`config.mk`:
```
export PLATFORM = sky130hd
export DESIGN_NAME = mux_scan_nto1
export DESIGN_NICKNAME = d
export VERILOG_FILES = /design/src/rtl/mux_pkg.sv /design/src/rtl/dwell_timer.sv /design/src/rtl/mux_scan_nto1.sv
export SDC_FILE = /design/constraint.sdc
export NUM_CORES = 1
export LEC_CHECK = 0
export BUFFER_PORTS_ARGS = -buffer_cell sky130_fd_sc_hd__buf_2
export CAP_MARGIN = 20
export CORE_ASPECT_RATIO = 2
export CORE_UTILIZATION = 38
export DETAILED_ROUTE_END_ITERATION = 12
export GPL_TIMING_DRIVEN = 0
export PLACE_DENSITY = 0.54
export SYNTH_ARGS = -nofsm -noshare
export SYNTH_HDL_FRONTEND = slang
export SYNTH_SLANG_ARGS = --single-unit
```
`constraint.sdc`:
```
create_clock -name clk -period 2.64 [get_ports clk]
set_input_delay 0.528 -clock clk [delete_from_list [all_inputs] [get_ports clk]]
set_output_delay 0.528 -clock clk [all_outputs]
set_load 0.05 [all_outputs]
```
`src/rtl/mux_pkg.sv`:
```
// Shared constants and helpers for the scanning channel multiplexer.
package mux_pkg;

  // Operating state encoding
  localparam logic [1:0] ST_MANUAL = 2'd0;
  localparam logic [1:0] ST_SCAN   = 2'd1;
  localparam logic [1:0] ST_PAUSE  = 2'd2;

  // Ceiling log2 for deriving index/counter widths; clog2(1) = 0
  function automatic int unsigned clog2(input int unsigned value);
    int unsigned result;
    result = 0;
    for (int unsigned v = value - 1; v > 0; v = v >> 1) begin
      result = result + 1;
    end
    return result;
  endfunction

endpackage

```
`src/rtl/dwell_timer.sv`:
```
// Counts cycles spent on one channel; flags the last cycle of each dwell.
module dwell_timer #(
  parameter int unsigned DWELL = 100000000,
  parameter int unsigned CNT_W = 27
) (
  input  logic clk,
  input  logic rst_n,
  input  logic clear,
  input  logic enable,
  output logic expire
);

  logic [CNT_W-1:0] cnt;

  // Pulses on the counting cycle that completes the dwell
  assign expire = enable && (cnt == CNT_W'(DWELL - 1));

  // Clear wins; otherwise count while enabled and wrap at the end of a dwell
  always_ff @(posedge clk or negedge rst_n) begin
    if (!rst_n) begin
      cnt <= '0;
    end else if (clear) begin
      cnt <= '0;
    end else if (enable) begin
      cnt <= expire ? '0 : cnt + CNT_W'(1);
    end
  end

endmodule

```
`src/rtl/mux_scan_nto1.sv`:
```
// Registered N:1 multiplexer with manual select, round-robin auto-scan,
// pause control and a channel-change strobe.
module mux_scan_nto1
  import mux_pkg::*;
#(
  parameter int unsigned WIDTH    = 1,
  parameter int unsigned CHANNELS = 4,
  parameter int unsigned DWELL    = 100000000,
  localparam int unsigned SEL_W   = clog2(CHANNELS),
  localparam int unsigned CNT_W   = (clog2(DWELL) > 0) ? clog2(DWELL) : 1
) (
  input  logic                      clk,
  input  logic                      rst_n,
  input  logic [CHANNELS*WIDTH-1:0] d,
  input  logic [SEL_W-1:0]          s,
  input  logic                      mode,
  input  logic                      hold,
  output logic [WIDTH-1:0]          x,
  output logic [SEL_W-1:0]          ch,
  output logic                      ch_stb
);

  logic [1:0]       state_q;
  logic [1:0]       state_d;
  logic             timer_clear;
  logic             timer_enable;
  logic             dwell_expire;
  logic             s_valid;
  logic [SEL_W-1:0] ch_wrap;
  logic [SEL_W-1:0] ch_next;
  logic [WIDTH-1:0] chan_data;

  dwell_timer #(
    .DWELL (DWELL),
    .CNT_W (CNT_W)
  ) u_dwell (
    .clk    (clk),
    .rst_n  (rst_n),
    .clear  (timer_clear),
    .enable (timer_enable),
    .expire (dwell_expire)
  );

  // Out-of-range selects are ignored; wider compare handles power-of-2 counts
  assign s_valid = (32'(s) < CHANNELS);
  assign ch_wrap = (ch == SEL_W'(CHANNELS - 1)) ? '0 : ch + SEL_W'(1);

  // State register
  always_ff @(posedge clk or negedge rst_n) begin
    if (!rst_n) begin
      state_q <= ST_MANUAL;
    end else begin
      state_q <= state_d;
    end
  end

  // Next state follows mode/hold directly, so a mode change overrides expiry
  always_comb begin
    state_d      = ST_MANUAL;
    timer_clear  = 1'b1;
    timer_enable = 1'b0;
    if (mode) begin
      state_d = hold ? ST_PAUSE : ST_SCAN;
    end
    case (state_d)
      ST_SCAN: begin
        timer_clear  = 1'b0;
        timer_enable = 1'b1;
      end
      // A pause entered straight from manual keeps a zero count
      ST_PAUSE: timer_clear = (state_q == ST_MANUAL);
      default:  timer_clear = 1'b1;
    endcase
  end

  // Channel chosen for the coming edge
  always_comb begin
    ch_next = ch;
    case (state_d)
      ST_SCAN:   if (dwell_expire) ch_next = ch_wrap;
      ST_PAUSE:  ch_next = ch;
      default:   if (s_valid) ch_next = s;
    endcase
  end

  assign chan_data = d[32'(ch_next) * WIDTH +: WIDTH];

  // Output registers: data re-sampled every cycle, strobe only on a channel change
  always_ff @(posedge clk or negedge rst_n) begin
    if (!rst_n) begin
      ch     <= '0;
      x      <= '0;
      ch_stb <= 1'b0;
    end else begin
      ch     <= ch_next;
      x      <= chan_data;
      ch_stb <= (ch_next != ch);
    end
  end

endmodule

```
==> results.yml <==
clock_tree:
  cts_post_setup_buffers_inserted: 0
  cts_h_tree_lvls: 2
  numClockSinks: 33
  clkSlewWorstSetupHoldPaths_ns: 0.08
  ctsRootBufferMaster: "sky130_fd_sc_hd__clkbuf_8"
  cts_tree: "done"
  clock_latency_ns: 0.30
  cts.hold.buffers_added: 0
  cts.repair.resized: 0
  cts_inserted_buffers: 5
  cts-root-to-sink-buffers: 2
placement:
  globalplace.congestion: 0.766
  hpwl_microns: 3680
  number_of_placed_instances_taps_included: 279
  detailed_place.area_sq_um: 2140
  buffer_ports.inserted: 13
setup_path:
  endpoint_arrival_time_on_the_critical_path_ns: 2.46
  worst-endpoint-required_ns: 2.81
  crit_reg_reg_startpoint: "u_dwell.cnt[0]$_DFFE_PN0P_"
  critPathTopFamily: "compound AO/OA/AOI/OAI gates"
  critPathBufInv: 2
  crit_path_top_delay_cell: "sky130_fd_sc_hd__dfrtp_1"
  timing.setup.critical_path_class: "flop to flop"
  critical_path.endpoint_type: "flop"
  worst-path-max-fanout: 7
  cp-startpoint: "u_dwell.cnt[0]$_DFFE_PN0P_"
  critPathMaxStageDelay_ns: 0.42
  path_cells: "ha_1 > and3_1 > buf_2 > and4_1 > buf_6 > a21bo_2 > a31oi_1 > mux4_2"
  cp-start-kind: "flop"
sta:
  clock.fmax_ghz: 0.437
  hold_violations: 0
  worst_slew_pin_slew_ns: 0.782
  worst_slew_margin_relative_to_its_limit_pct: 47.9
  tcrit_tclk_final_pct: 86.6
  drv_slew: 0
  minimum_period_implied_by_the_final_worst_setup_slack_ns: 2.29
  finalSetupViolations: 0
  fin_worst_skew_ns: 0.0121
  setup-tns-final_ns: 0
  unrepaired_setup_endpoints_after_global_routing: "no"
routing:
  first_pass_iters: 4
  drt-wirelength-per-cell_microns: 17.7
  route.vias.total: 1700
  viasPerCell: 5.92
  count_of_nets_left_with_antenna_violations_after_detail_routing: 0
  drt-initial-drc-count: 29
  drc: 0
  drt_wl_total_microns: 5090
power_and_ir_drop:
  sequential_share_of_power_pct: 50.5
  power.combinational.fraction_pct: 12.0
  power_switching_uw: 297
  ir_drop_v: 0.000226
  power.switching_fraction_pct: 28.7
  internal-power_uw: 738
  pwr_density_cell_nw_per_um2: 464
  power.share.clock_pct: 37.5
  p_leak_uw: 0.00100
  total_power_uw: 1030
cells_and_area:
  final_area_sq_um: 2230
  filler_cell_count: 508
  final_core_util_pct: 43.8
  num_antenna_cells: 0
  final_layout_size_suffix_gt1_share_pct: 18.8
  area_growth_syn_to_layout_pct: 11.2
  nNetsFinal: 240
  layoutNonFillerInstCount: 287
global_routing:
  grt_antenna_before_repair: 0
  grt_pass1_vias: 1638
  first_pass_grt_wire_length_microns: 8090
  grt_util_all_layers_pct: 20.4
  global_route.overflow_total: 0
  grt_max_degree: 34
yosys:
  synth_async_sr_flop_share_pct: 100
  synth.top_cell.area_share_pct: 41.2
  cell_with_the_most_instances_after_synthesis: "sky130_fd_sc_hd__dfrtp_1"
  netlist_top_cells_count: "sky130_fd_sc_hd__dfrtp_1, sky130_fd_sc_hd__nand3_1, sky130_fd_sc_hd__a21oi_1, sky130_fd_sc_hd__nand2_1, sky130_fd_sc_hd__nand4_1"
  synth.cell_area_sq_um: 2000
  cell_type_with_the_largest_total_area_after_synthesis: "sky130_fd_sc_hd__dfrtp_1"
  synth_warn: 0
  synth.ff_latch_count: 33
  ys_top_cells_by_area: "sky130_fd_sc_hd__dfrtp_1, sky130_fd_sc_hd__mux2i_1, sky130_fd_sc_hd__nand3_1"
  syn_inst: 208
  netlist-cell-type-count: 50
  synth_edf_count: 0
  postSynth.topFlopCell: "sky130_fd_sc_hd__dfrtp_1"
  synth_seq_area_share_pct: 41.2
  syn_area_per_cell_sq_um: 9.64
  synth_nets: 220
flow_run:
  cap_violations: 0
run_status:
  run_status: "finished clean"
floorplan:
  die_x_microns: 53.4
  die_y_microns: 105
  floorplan.rows: 37
  dieArea_sq_um: 5590
  initial_utilization_pct: 39.4
  pin_count: 14
  placeableCoreArea_sq_um: 5090
worst_hold_path:
  min_path_type: "input pin to async pin"
==> worst paths after layout <==
| path | cells after the start | end | slack [ns] |
|---|---|---|---|
| worst max-delay path | 8 | x$_DFF_PN0_ | 0.35 |
| worst min-delay path | 1 | u_dwell.cnt[15]$_DFFE_PN0P_ | 0.31 |
| worst max register to register | 8 | x$_DFF_PN0_ | 0.35 |
| worst min register to register | 1 | u_dwell.cnt[26]$_DFFE_PN0P_ | 0.49 |
| max in group asynchronous | 1 | u_dwell.cnt[24]$_DFFE_PN0P_ | 1.83 |
| min in group clk | 2 | state_q[1]$_DFF_PN0_ | 0.48 |
==> flip-flops by register name (all words and copies together), names as in the netlist <==
name         flops
ch_stb           1
u_dwell.cnt     27
ch               2
state_q          2
x                1
==> layout make-up <==
| cell class | count | area (sq um) | area share [%] |
|---|---|---|---|
| inverter | 7 | 26.3 | 1.18 |
| tap | 58 | 72.6 | 3.26 |
| multi-input combinational | 151 | 1050 | 47.2 |
| timing repair buffer | 13 | 65.1 | 2.92 |
| clock inverter | 3 | 17.5 | 0.786 |
| clock buffer | 5 | 68.8 | 3.09 |
| sequential | 33 | 826 | 37.1 |
| buffer | 17 | 101 | 4.55 |
==> worst reg2reg max path: stages (launching register included) <==
cell and delay (ns):
sky130_fd_sc_hd__dfrtp_1 0.42, sky130_fd_sc_hd__ha_1 0.27, sky130_fd_sc_hd__and3_1 0.19, sky130_fd_sc_hd__buf_2 0.16
sky130_fd_sc_hd__and4_1 0.16, sky130_fd_sc_hd__buf_6 0.13, sky130_fd_sc_hd__a21bo_2 0.19, sky130_fd_sc_hd__a31oi_1 0.29
sky130_fd_sc_hd__mux4_2 0.36
==> logic make-up after synthesis <==
group	share of synthesized area, %
AOI/OAI and AO/OA	18.4
xor gates and xnor gates	1.75
adders and majority gates	1.25
buffers and inverters	6.37
DFF	41.2
muxes	6.18
and+or+nand+nor	24.9
==> cell usage in the layout (no fill, tap or decap), types with 7 or more instances in the layout <==
master	synthesis	final
sky130_fd_sc_hd__buf_2	6	19
sky130_fd_sc_hd__a21oi_1	14	14
sky130_fd_sc_hd__mux2i_1	9	9
sky130_fd_sc_hd__nand2_1	14	14
sky130_fd_sc_hd__nand4_1	11	11
sky130_fd_sc_hd__nand3_1	18	18
sky130_fd_sc_hd__inv_1	7	7
sky130_fd_sc_hd__a22o_1	10	10
sky130_fd_sc_hd__nor2_1	9	9
sky130_fd_sc_hd__dfrtp_1	33	33
==> per-layer routing <==
layer	up-vias	wire, microns	GRT usage (%)
met1	848	1920	21.3
met2	31	2940	36.4
li1	812	-	-
met5	-	0	0
met3	9	114	3.49
met4	0	117	10.2
==> stage by stage <==
step                setup slack, ns  hold WS, ns
finish                        0.353        0.311
global route                  0.257        0.357
CTS                           0.327        0.336
detailed placement            0.333        0.483
global placement              0.362        0.483
floorplan                     0.534        0.232
==> power groups by stage <==
stage | Combinational (uW) | Clock [uW] | Sequential (uW)
global route | 135 | 420 | 525
finish | 124 | 388 | 523
global placement | 124 | 0 | 532
floorplan | 58.3 | 0 | 555
detailed placement | 126 | 0 | 533
CTS | 126 | 397 | 523
Note: power is estimated with default switching activity, not from simulation.
